[src/rtl/wb_pkg.sv]
// Shared widths and the write-request record used by the writeback arbiter.
package wb_pkg;

  localparam int DATA_W   = 32;
  localparam int ADDR_W   = 5;
  localparam int NUM_REGS = 32;

  // One register-file write: enable, destination and result.
  typedef struct packed {
    logic              valid;
    logic [ADDR_W-1:0] addr;
    logic [DATA_W-1:0] data;
  } wb_req_t;

endpackage

[src/rtl/wb_fifo.sv]
// Synchronous FIFO with registered count/full/empty. It also exposes a tag
// field (the top TAG_W bits) of every slot together with a per-slot valid
// mask, so the owner can see what is buffered without popping it.
module wb_fifo #(
  parameter int WIDTH = 37,
  parameter int DEPTH = 4,
  parameter int TAG_W = 5
) (
  input  logic                            clk,
  input  logic                            rst_n,
  input  logic                            i_push,
  input  logic [WIDTH-1:0]                i_push_data,
  input  logic                            i_pop,
  output logic [WIDTH-1:0]                o_head,
  output logic [$clog2(DEPTH):0]          o_count,
  output logic                            o_full,
  output logic                            o_empty,
  output logic [DEPTH-1:0][TAG_W-1:0]     o_tags,
  output logic [DEPTH-1:0]                o_valid
);

  localparam int PTR_W = $clog2(DEPTH);
  localparam int CNT_W = PTR_W + 1;

  logic [DEPTH-1:0][WIDTH-1:0] r_mem;
  logic [PTR_W-1:0]            r_rd_ptr;
  logic [PTR_W-1:0]            r_wr_ptr;
  logic [CNT_W-1:0]            r_count;
  logic                        r_full;
  logic                        r_empty;
  logic [CNT_W-1:0]            w_count_next;
  logic [PTR_W-1:0]            w_off;
  logic                        w_push;
  logic                        w_pop;

  assign w_push  = i_push && !r_full;
  assign w_pop   = i_pop && !r_empty;
  assign o_head  = r_mem[r_rd_ptr];
  assign o_count = r_count;
  assign o_full  = r_full;
  assign o_empty = r_empty;

  // Storage write.
  // NOTE: the data array is deliberately not reset; slot validity is carried
  // by the pointers and count, so stale contents are never observed.
  always_ff @(posedge clk) begin
    if (w_push) r_mem[r_wr_ptr] <= i_push_data;
  end

  // Next occupancy from the push/pop pair.
  // NOTE: every variable written here gets a default first so no latch forms.
  always_comb begin
    w_count_next = r_count;
    case ({w_push, w_pop})
      2'b10:   w_count_next = r_count + 1'b1;
      2'b01:   w_count_next = r_count - 1'b1;
      default: w_count_next = r_count;
    endcase
  end

  // Pointers and registered status flags.
  // NOTE: sequential state uses non-blocking assignments so every register
  // samples the pre-edge values of the others.
  always_ff @(posedge clk or negedge rst_n) begin
    if (!rst_n) begin
      r_rd_ptr <= '0;
      r_wr_ptr <= '0;
      r_count  <= '0;
      r_full   <= 1'b0;
      r_empty  <= 1'b1;
    end else begin
      if (w_push) r_wr_ptr <= r_wr_ptr + 1'b1;
      if (w_pop)  r_rd_ptr <= r_rd_ptr + 1'b1;
      r_count <= w_count_next;
      r_full  <= (w_count_next == CNT_W'(DEPTH));
      r_empty <= (w_count_next == '0);
    end
  end

  // Slot i is live when its distance from the read pointer is below count.
  always_comb begin
    w_off   = '0;
    o_valid = '0;
    o_tags  = '0;
    for (int i = 0; i < DEPTH; i++) begin
      w_off      = PTR_W'(i) - r_rd_ptr;
      o_valid[i] = ({1'b0, w_off} < r_count);
      o_tags[i]  = r_mem[i][WIDTH-1 -: TAG_W];
    end
  end

endmodule

[src/rtl/writeback_arbiter.sv]
// Writeback arbiter: merges two ALU lanes and a FIFO-buffered long-latency
// unit onto the two register-file write ports, with starvation protection
// for the FIFO head and a busy mask for the issue hazard logic.
module writeback_arbiter #(
  parameter int DATA_W       = wb_pkg::DATA_W,
  parameter int ADDR_W       = wb_pkg::ADDR_W,
  parameter int FIFO_DEPTH   = 4,
  parameter int STARVE_LIMIT = 3
) (
  input  logic                        clk,
  input  logic                        rst_n,
  input  logic                        s0_valid,
  output logic                        s0_ready,
  input  logic [ADDR_W-1:0]           s0_addr,
  input  logic [DATA_W-1:0]           s0_data,
  input  logic                        s1_valid,
  output logic                        s1_ready,
  input  logic [ADDR_W-1:0]           s1_addr,
  input  logic [DATA_W-1:0]           s1_data,
  input  logic                        s2_valid,
  output logic                        s2_ready,
  input  logic [ADDR_W-1:0]           s2_addr,
  input  logic [DATA_W-1:0]           s2_data,
  output logic                        wb_we1,
  output logic                        wb_we2,
  output logic [ADDR_W-1:0]           wb_addr1,
  output logic [ADDR_W-1:0]           wb_addr2,
  output logic [DATA_W-1:0]           wb_data1,
  output logic [DATA_W-1:0]           wb_data2,
  output logic [wb_pkg::NUM_REGS-1:0] busy
);

  import wb_pkg::*;

  localparam int CNT_W   = $clog2(FIFO_DEPTH) + 1;
  localparam int WAIT_W  = $clog2(STARVE_LIMIT + 1);
  localparam int ENTRY_W = ADDR_W + DATA_W;

  logic [ENTRY_W-1:0]                 w_head;
  logic [CNT_W-1:0]                   w_count;
  logic                               w_full;
  logic                               w_empty;
  logic [FIFO_DEPTH-1:0][ADDR_W-1:0]  w_tags;
  logic [FIFO_DEPTH-1:0]              w_tag_valid;
  logic                               w_head_v;
  logic                               w_push;
  logic                               w_g_head;
  wb_req_t                            w_head_req;
  wb_req_t                            w_s0_req;
  wb_req_t                            w_s1_req;
  wb_req_t                            w_p1;
  wb_req_t                            w_p2;
  wb_req_t                            r_p1;
  wb_req_t                            r_p2;
  logic [WAIT_W-1:0]                  r_wait;
  logic                               r_starve;
  logic [NUM_REGS-1:0]                w_busy;

  // Writes to r0 are dropped at the door; only real destinations are buffered.
  assign w_push = s2_valid && !w_full && (s2_addr != '0);

  wb_fifo #(
    .WIDTH (ENTRY_W),
    .DEPTH (FIFO_DEPTH),
    .TAG_W (ADDR_W)
  ) u_fifo (
    .clk         (clk),
    .rst_n       (rst_n),
    .i_push      (w_push),
    .i_push_data ({s2_addr, s2_data}),
    .i_pop       (w_g_head),
    .o_head      (w_head),
    .o_count     (w_count),
    .o_full      (w_full),
    .o_empty     (w_empty),
    .o_tags      (w_tags),
    .o_valid     (w_tag_valid)
  );

  // Readies come from registered state only.
  assign s0_ready = 1'b1;
  assign s1_ready = !r_starve;
  assign s2_ready = (w_count < CNT_W'(FIFO_DEPTH));

  assign w_head_v   = !w_empty;
  assign w_head_req = '{valid: w_head_v, addr: w_head[ENTRY_W-1 -: ADDR_W],
                        data: w_head[DATA_W-1:0]};
  assign w_s0_req   = '{valid: s0_valid, addr: s0_addr, data: s0_data};
  assign w_s1_req   = '{valid: s1_valid, addr: s1_addr, data: s1_data};

  // Grant up to two writes; the older candidate always lands on port 1.
  always_comb begin
    w_g_head = 1'b0;
    w_p1     = '0;
    w_p2     = '0;
    if (r_starve) begin
      w_g_head = w_head_v;
      w_p1     = w_head_req;
      if (s0_valid) w_p2 = w_s0_req;
    end else if (w_head_v && !(s0_valid && s1_valid)) begin
      w_g_head = 1'b1;
      w_p1     = w_head_req;
      if (s0_valid)      w_p2 = w_s0_req;
      else if (s1_valid) w_p2 = w_s1_req;
    end else if (s0_valid && s1_valid) begin
      w_p1 = w_s0_req;
      w_p2 = w_s1_req;
      // Same destination in one cycle: the younger lane's result wins.
      if (s0_addr == s1_addr) w_p1.valid = 1'b0;
    end else if (s0_valid) begin
      w_p1 = w_s0_req;
    end else if (s1_valid) begin
      w_p1 = w_s1_req;
    end
    // An r0 write keeps its slot but never enables the register file.
    if (w_p1.addr == '0) w_p1.valid = 1'b0;
    if (w_p2.addr == '0) w_p2.valid = 1'b0;
  end

  // Registered output stage feeding the register-file write ports.
  always_ff @(posedge clk or negedge rst_n) begin
    if (!rst_n) begin
      r_p1 <= '0;
      r_p2 <= '0;
    end else begin
      r_p1 <= w_p1;
      r_p2 <= w_p2;
    end
  end

  assign wb_we1   = r_p1.valid;
  assign wb_addr1 = r_p1.addr;
  assign wb_data1 = r_p1.data;
  assign wb_we2   = r_p2.valid;
  assign wb_addr2 = r_p2.addr;
  assign wb_data2 = r_p2.data;

  // Count how long the FIFO head has been passed over; escalate at the limit.
  always_ff @(posedge clk or negedge rst_n) begin
    if (!rst_n) begin
      r_wait   <= '0;
      r_starve <= 1'b0;
    end else if (!w_head_v || w_g_head) begin
      r_wait   <= '0;
      r_starve <= 1'b0;
    end else begin
      if (r_wait == WAIT_W'(STARVE_LIMIT - 1)) r_starve <= 1'b1;
      if (r_wait != WAIT_W'(STARVE_LIMIT))     r_wait   <= r_wait + 1'b1;
    end
  end

  // Pending-write mask from buffered entries and the output stage.
  always_comb begin
    w_busy = '0;
    for (int i = 0; i < FIFO_DEPTH; i++) begin
      if (w_tag_valid[i]) w_busy[w_tags[i]] = 1'b1;
    end
    if (r_p1.valid) w_busy[r_p1.addr] = 1'b1;
    if (r_p2.valid) w_busy[r_p2.addr] = 1'b1;
    w_busy[0] = 1'b0;
  end

  assign busy = w_busy;

endmodule
[config.mk]
export PLATFORM = sky130hd
export DESIGN_NAME = writeback_arbiter
export DESIGN_NICKNAME = d
export VERILOG_FILES = /design/src/rtl/wb_pkg.sv /design/src/rtl/wb_fifo.sv /design/src/rtl/writeback_arbiter.sv
export SDC_FILE = /design/constraint.sdc
export NUM_CORES = 1
export LEC_CHECK = 0
export CAP_MARGIN = 20
export CORE_ASPECT_RATIO = 0.5
export CORE_MARGIN = 2
export CORE_UTILIZATION = 47
export CTS_BUF_LIST = sky130_fd_sc_hd__clkbuf_16
export DETAILED_ROUTE_END_ITERATION = 16
export GPL_TIMING_DRIVEN = 0
export HOLD_SLACK_MARGIN = 0.12
export PLACE_DENSITY = 0.76
export REMOVE_ABC_BUFFERS = 1
export SLEW_MARGIN = 10
export SYNTH_ARGS = -nofsm -noshare
export SYNTH_HDL_FRONTEND = slang
export SYNTH_HIERARCHICAL = 1
export SYNTH_SLANG_ARGS = --single-unit
[constraint.sdc]
create_clock -name clk -period 2.6 [get_ports clk]
set_input_delay 0.26 -clock clk [delete_from_list [all_inputs] [get_ports clk]]
set_output_delay 0.26 -clock clk [all_outputs]
set_load 0.05 [all_outputs]
==> PnR_summary.wiki <==
{| class="wikitable"
! Metric !! Value
|-
| Drc violations || 0
|-
| Vertical die dimension || 115 um
|-
| Top FF cell, synth || edfxtp_1
|-
| Data arrival time at the worst-slack endpoint || 2.85 ns
|-
| Max frequency || 322 MHz
|-
| Violations in the final reports || negative setup slack
|-
| Core region area || 24200 um2
|-
| Static leakage power || 0.00574 uW
|-
| Data required time of the worst path || 2.34 ns
|-
| DPL Wire Length || 23.3 mm
|-
| Hold WC Path Type || primary input to flop
|-
| Maximum number of pins on one net before global-route repair || 83
|-
| Non-filler instance count after layout || 1506
|-
| Fraction of final layout cells with drive strength greater than 1 || 18.7%
|-
| Distinct cells, synth || 59
|-
| Number of synthesized register bits || 236
|-
| Synthesized-area fraction occupied by and/or/nand/nor cells || 11.5%
|-
| Largest family of logic cells by synthesized area || compound AO/OA/AOI/OAI gates
|-
| Overall die area || 26200 um2
|-
| Post-Syn Area || 11700 um2
|-
| Sequential share of the synthesized area || 56.9%
|-
| Number of sinks on the clock net || 236
|-
| Synthesized instance count || 950
|-
| Busiest layer in global routing || met2
|-
| Origin of the worst setup path || u_fifo/r_rd_ptr[0]
|-
| Final worst setup slack || -0.507 ns
|-
| Count of placed standard cells including taps || 1432
|-
| Worst Max-Slew Pin Slew || 1.10 ns
|-
| Pre-antenna DRT Iters || 8
|-
| Buffers on Ports || 224
|-
| Worst R2R Start || r_starve
|-
| Starting density of the core || 48.2%
|-
| Number of synthesized flops with an enable pin || 148
|-
| Worst Setup Start Kind || flop
|-
| First-pass GRT wire length || 54.9 mm
|-
| H-Tree Level Count || 1
|-
| Cell at the root of the clock tree || clkbuf_16
|-
| Number of vias after detailed routing || 9569
|-
| Clock tree from TritonCTS || done
|-
| Number of synthesis warnings || 6
|-
| Wire per inst || 24.7 um
|-
| Unrepaired setup endpoints after global routing || true
|-
| R2R depth || 10
|-
| Proportion of synthesized area in mux cells || 7.13%
|-
| Number of nets with antenna violations after detailed routing || 0
|-
| Fraction of met2 tracks used by global routing || 47.7%
|-
| CTS clk-pin slew, worst paths || 0.07 ns
|-
| Layout area overhead || 33.7%
|-
| Pins Over Slew Limit || 0
|-
| Boundary Pins || 227
|-
| GR Layer Usage met1 || 36.8%
|-
| Highest fanout seen on the critical path || 4
|-
| Fin Setup TNS || -13.42 ns
|-
| Post-synthesis share of cell area spent on full adders, half adders and majority gates || 1.35%
|-
| Setup clock skew after layout || 0.0107 ns
|-
| Overall track demand over capacity in global routing || 27.5%
|-
| Number of global-route vias before repair || 9196
|-
| Termination of the worst setup path || busy[3]
|-
| Maximum buffer depth of the clock tree || 3
|-
| # Max-Cap Violations || 0
|-
| Kind of critical path || flop to primary output
|-
| Result of the run || finished, violations left
|-
| Peak VDD IR || 623 uV
|-
| Row Count || 40
|-
| Slack of the worst reg-to-reg path || -0.03 ns
|-
| PD cells || 1130 nW/um2
|-
| GP Congestion || 0.947
|-
| Routed WL || 37.2 mm
|-
| Capturing element type of the critical path || primary output
|-
| Met3 Use GR || 3.45%
|-
| Remaining global-route overflow || 0
|-
| Syn Area/Cell || 12.3 um2
|-
| Clk Latency, worst-skew pair || 0.52 ns
|-
| Number of endpoints failing setup at the final stage || 32
|-
| Crit Reg-Reg Endpoint || u_fifo/o_count[2]
|-
| Final worst path period need || 3.11 ns
|-
| Parity-gate share of the synthesized area counting xor and xnor cells || 0.975%
|-
| Number of nets in the finished design || 1280
|-
| Number of buffers added by the clock tree synthesis step || 22
|-
| Final number of hold-violating endpoints || 0
|-
| Vias per Instance || 6.35
|-
| Slew HR || 26.7%
|-
| Number of design-rule violations left by the first detailed-router iteration || 1152
|-
| Fraction of the mapped netlist area in compound gates || 16.9%
|-
| Antenna violations before repair || 1
|-
| Final worst path period share || 120%
|-
| Die span in x || 227 um
|-
| Proportion of register bits with asynchronous set or reset after synthesis || 37.3%
|}
==> final cells by class <==
type                       count  area [um2]
clock inverter                18         231
inverter                      20        75.1
antenna                        2        5.00
timing repair buffer         265        2850
multi-input combinational    607        4820
sequential                   236        6660
clock buffer                  22         551
tap                          336         420
fill                        1763        8610
==> worst min-delay path by stage <==
stage / start / endpoint / slack (ns) / cells after the start
after floorplan: rst_n / r_starve / -0.04 / 0
after global placement: u_fifo/o_count[1] / u_fifo/o_empty / 0.56 / 3
after detailed placement: rst_n / wb_data2[13] / 0.26 / 1
after CTS: s2_addr[0] / u_fifo/o_tags[0] / 0.18 / 1
after global routing: s2_addr[0] / u_fifo/o_tags[0] / 0.20 / 1
final: s2_addr[0] / u_fifo/o_tags[0] / 0.20 / 1
==> placed cells by master, fill, tap and decap left out, types with 19 or more instances in the layout <==
master / count
or3_1: 22
edfxtp_1: 148
o21ai_1: 32
a22o_1: 35
buf_4: 24
nor2_1: 45
o22ai_1: 66
dfrtp_1: 84
a21oi_1: 44
clkbuf_16: 23
a22oi_1: 71
inv_1: 19
nand2_1: 48
mux4_2: 37
buf_6: 28
clkdlybuf4s50_1: 187
==> kinds of logic (layout without fill, tap and decap cells) <==
logic type | count (synthesis) | after routing
AO/OA/AOI/OAI | 294 | 294
other | 2 | 4
flip-flops | 236 | 236
AND/OR/NAND/NOR | 247 | 249
multiplexers | 37 | 37
buffers and inverters | 109 | 325
XOR/XNOR | 13 | 13
adder cells (fa/ha/maj) | 12 | 12
==> cell usage after synthesis (4+ instances only) <==
library cell / count / area share [%]
edfxtp_1: 148 / 38
dfrtp_1: 87 / 19
o22ai_1: 73 / 3.9
a22oi_1: 71 / 4.6
nand2_1: 56 / 1.8
a21oi_1: 47 / 2.0
nor2_1: 45 / 1.4
mux4_2: 37 / 7.1
a22o_1: 35 / 2.6
o21ai_1: 32 / 1.4
buf_2: 30 / 1.3
or3_1: 29 / 1.6
buf_4: 24 / 1.5
clkbuf_1: 24 / 0.77
inv_1: 20 / 0.64
nor2b_1: 18 / 0.96
nand3_1: 17 / 0.73
nand3b_1: 15 / 0.96
nand2b_1: 13 / 0.70
ha_1: 11 / 1.2
and2_1: 10 / 0.54
o21ai_0: 9 / 0.39
nor3_1: 7 / 0.30
or3b_1: 7 / 0.52
xor2_1: 7 / 0.52
nand4_1: 6 / 0.32
nor3b_1: 6 / 0.39
xnor2_1: 6 / 0.45
or2_2: 5 / 0.27
buf_1: 4 / 0.13
o21bai_1: 4 / 0.26
o32ai_1: 4 / 0.30
==> worst max-delay path: stages (launching register included) <==
cell	delay, ns
dfrtp_4	0.51
xor2_2	0.19
ha_1	0.30
a21oi_2	0.05
or2_4	0.25
nor2b_4	0.17
nand3_4	0.15
o32ai_2	0.10
or3_4	0.44
buf_8	0.16
==> metal layers <==
metal / vias up / wire length [um] / part of all wire [%]
met3: 99 / 2560 / 6.9
li1: 4090 / - / -
met2: 511 / 18700 / 50
met5: - / 0 / 0
met4: 0 / 1060 / 2.8
met1: 4869 / 14900 / 40
==> repair_timing <==
item                                   CTS  global route
hold buffers                             1             3
endpoints found under the hold margin   34            12
buffers inserted                        17             8
gates resized for setup                267            35
gates cloned                             3             1
setup endpoints to repair               69            49
pin swaps                               29            26
==> stage by stage <==
stage	area [um2]	power (uW)	setup slack (ns)	hold slack (ns)	utilization, %
floorplan	11100	10300	-2.37	-0.0356	-
global placement	13800	12900	-4.15	0.560	57.0
detailed placement	14100	13100	-1.07	0.264	58.2
CTS	15300	17200	-0.523	0.182	63.3
global route	15600	18300	-0.600	0.201	64.5
finish	15600	17600	-0.507	0.199	64.5
==> sequential cells by signal (all words and copies together) (netlist names) <==
signal / flops
wb_we1: 1
u_fifo/r_rd_ptr: 2
wb_addr1: 5
u_fifo/o_count: 3
r_starve: 1
wb_addr2: 5
wb_data2: 32
wb_data1: 32
wb_we2: 1
u_fifo/o_tags: 20
u_fifo/r_wr_ptr: 2
u_fifo/r_mem: 128
r_wait: 2
u_fifo/o_full: 1
u_fifo/o_empty: 1
==> power breakdown <==
group	internal [uW]	leakage, uW	switching, uW
Combinational	3390	0.00296	5250
Clock	2060	0.000382	1430
Sequential	4920	0.00240	575
Note: power is estimated with default switching activity, not from simulation.
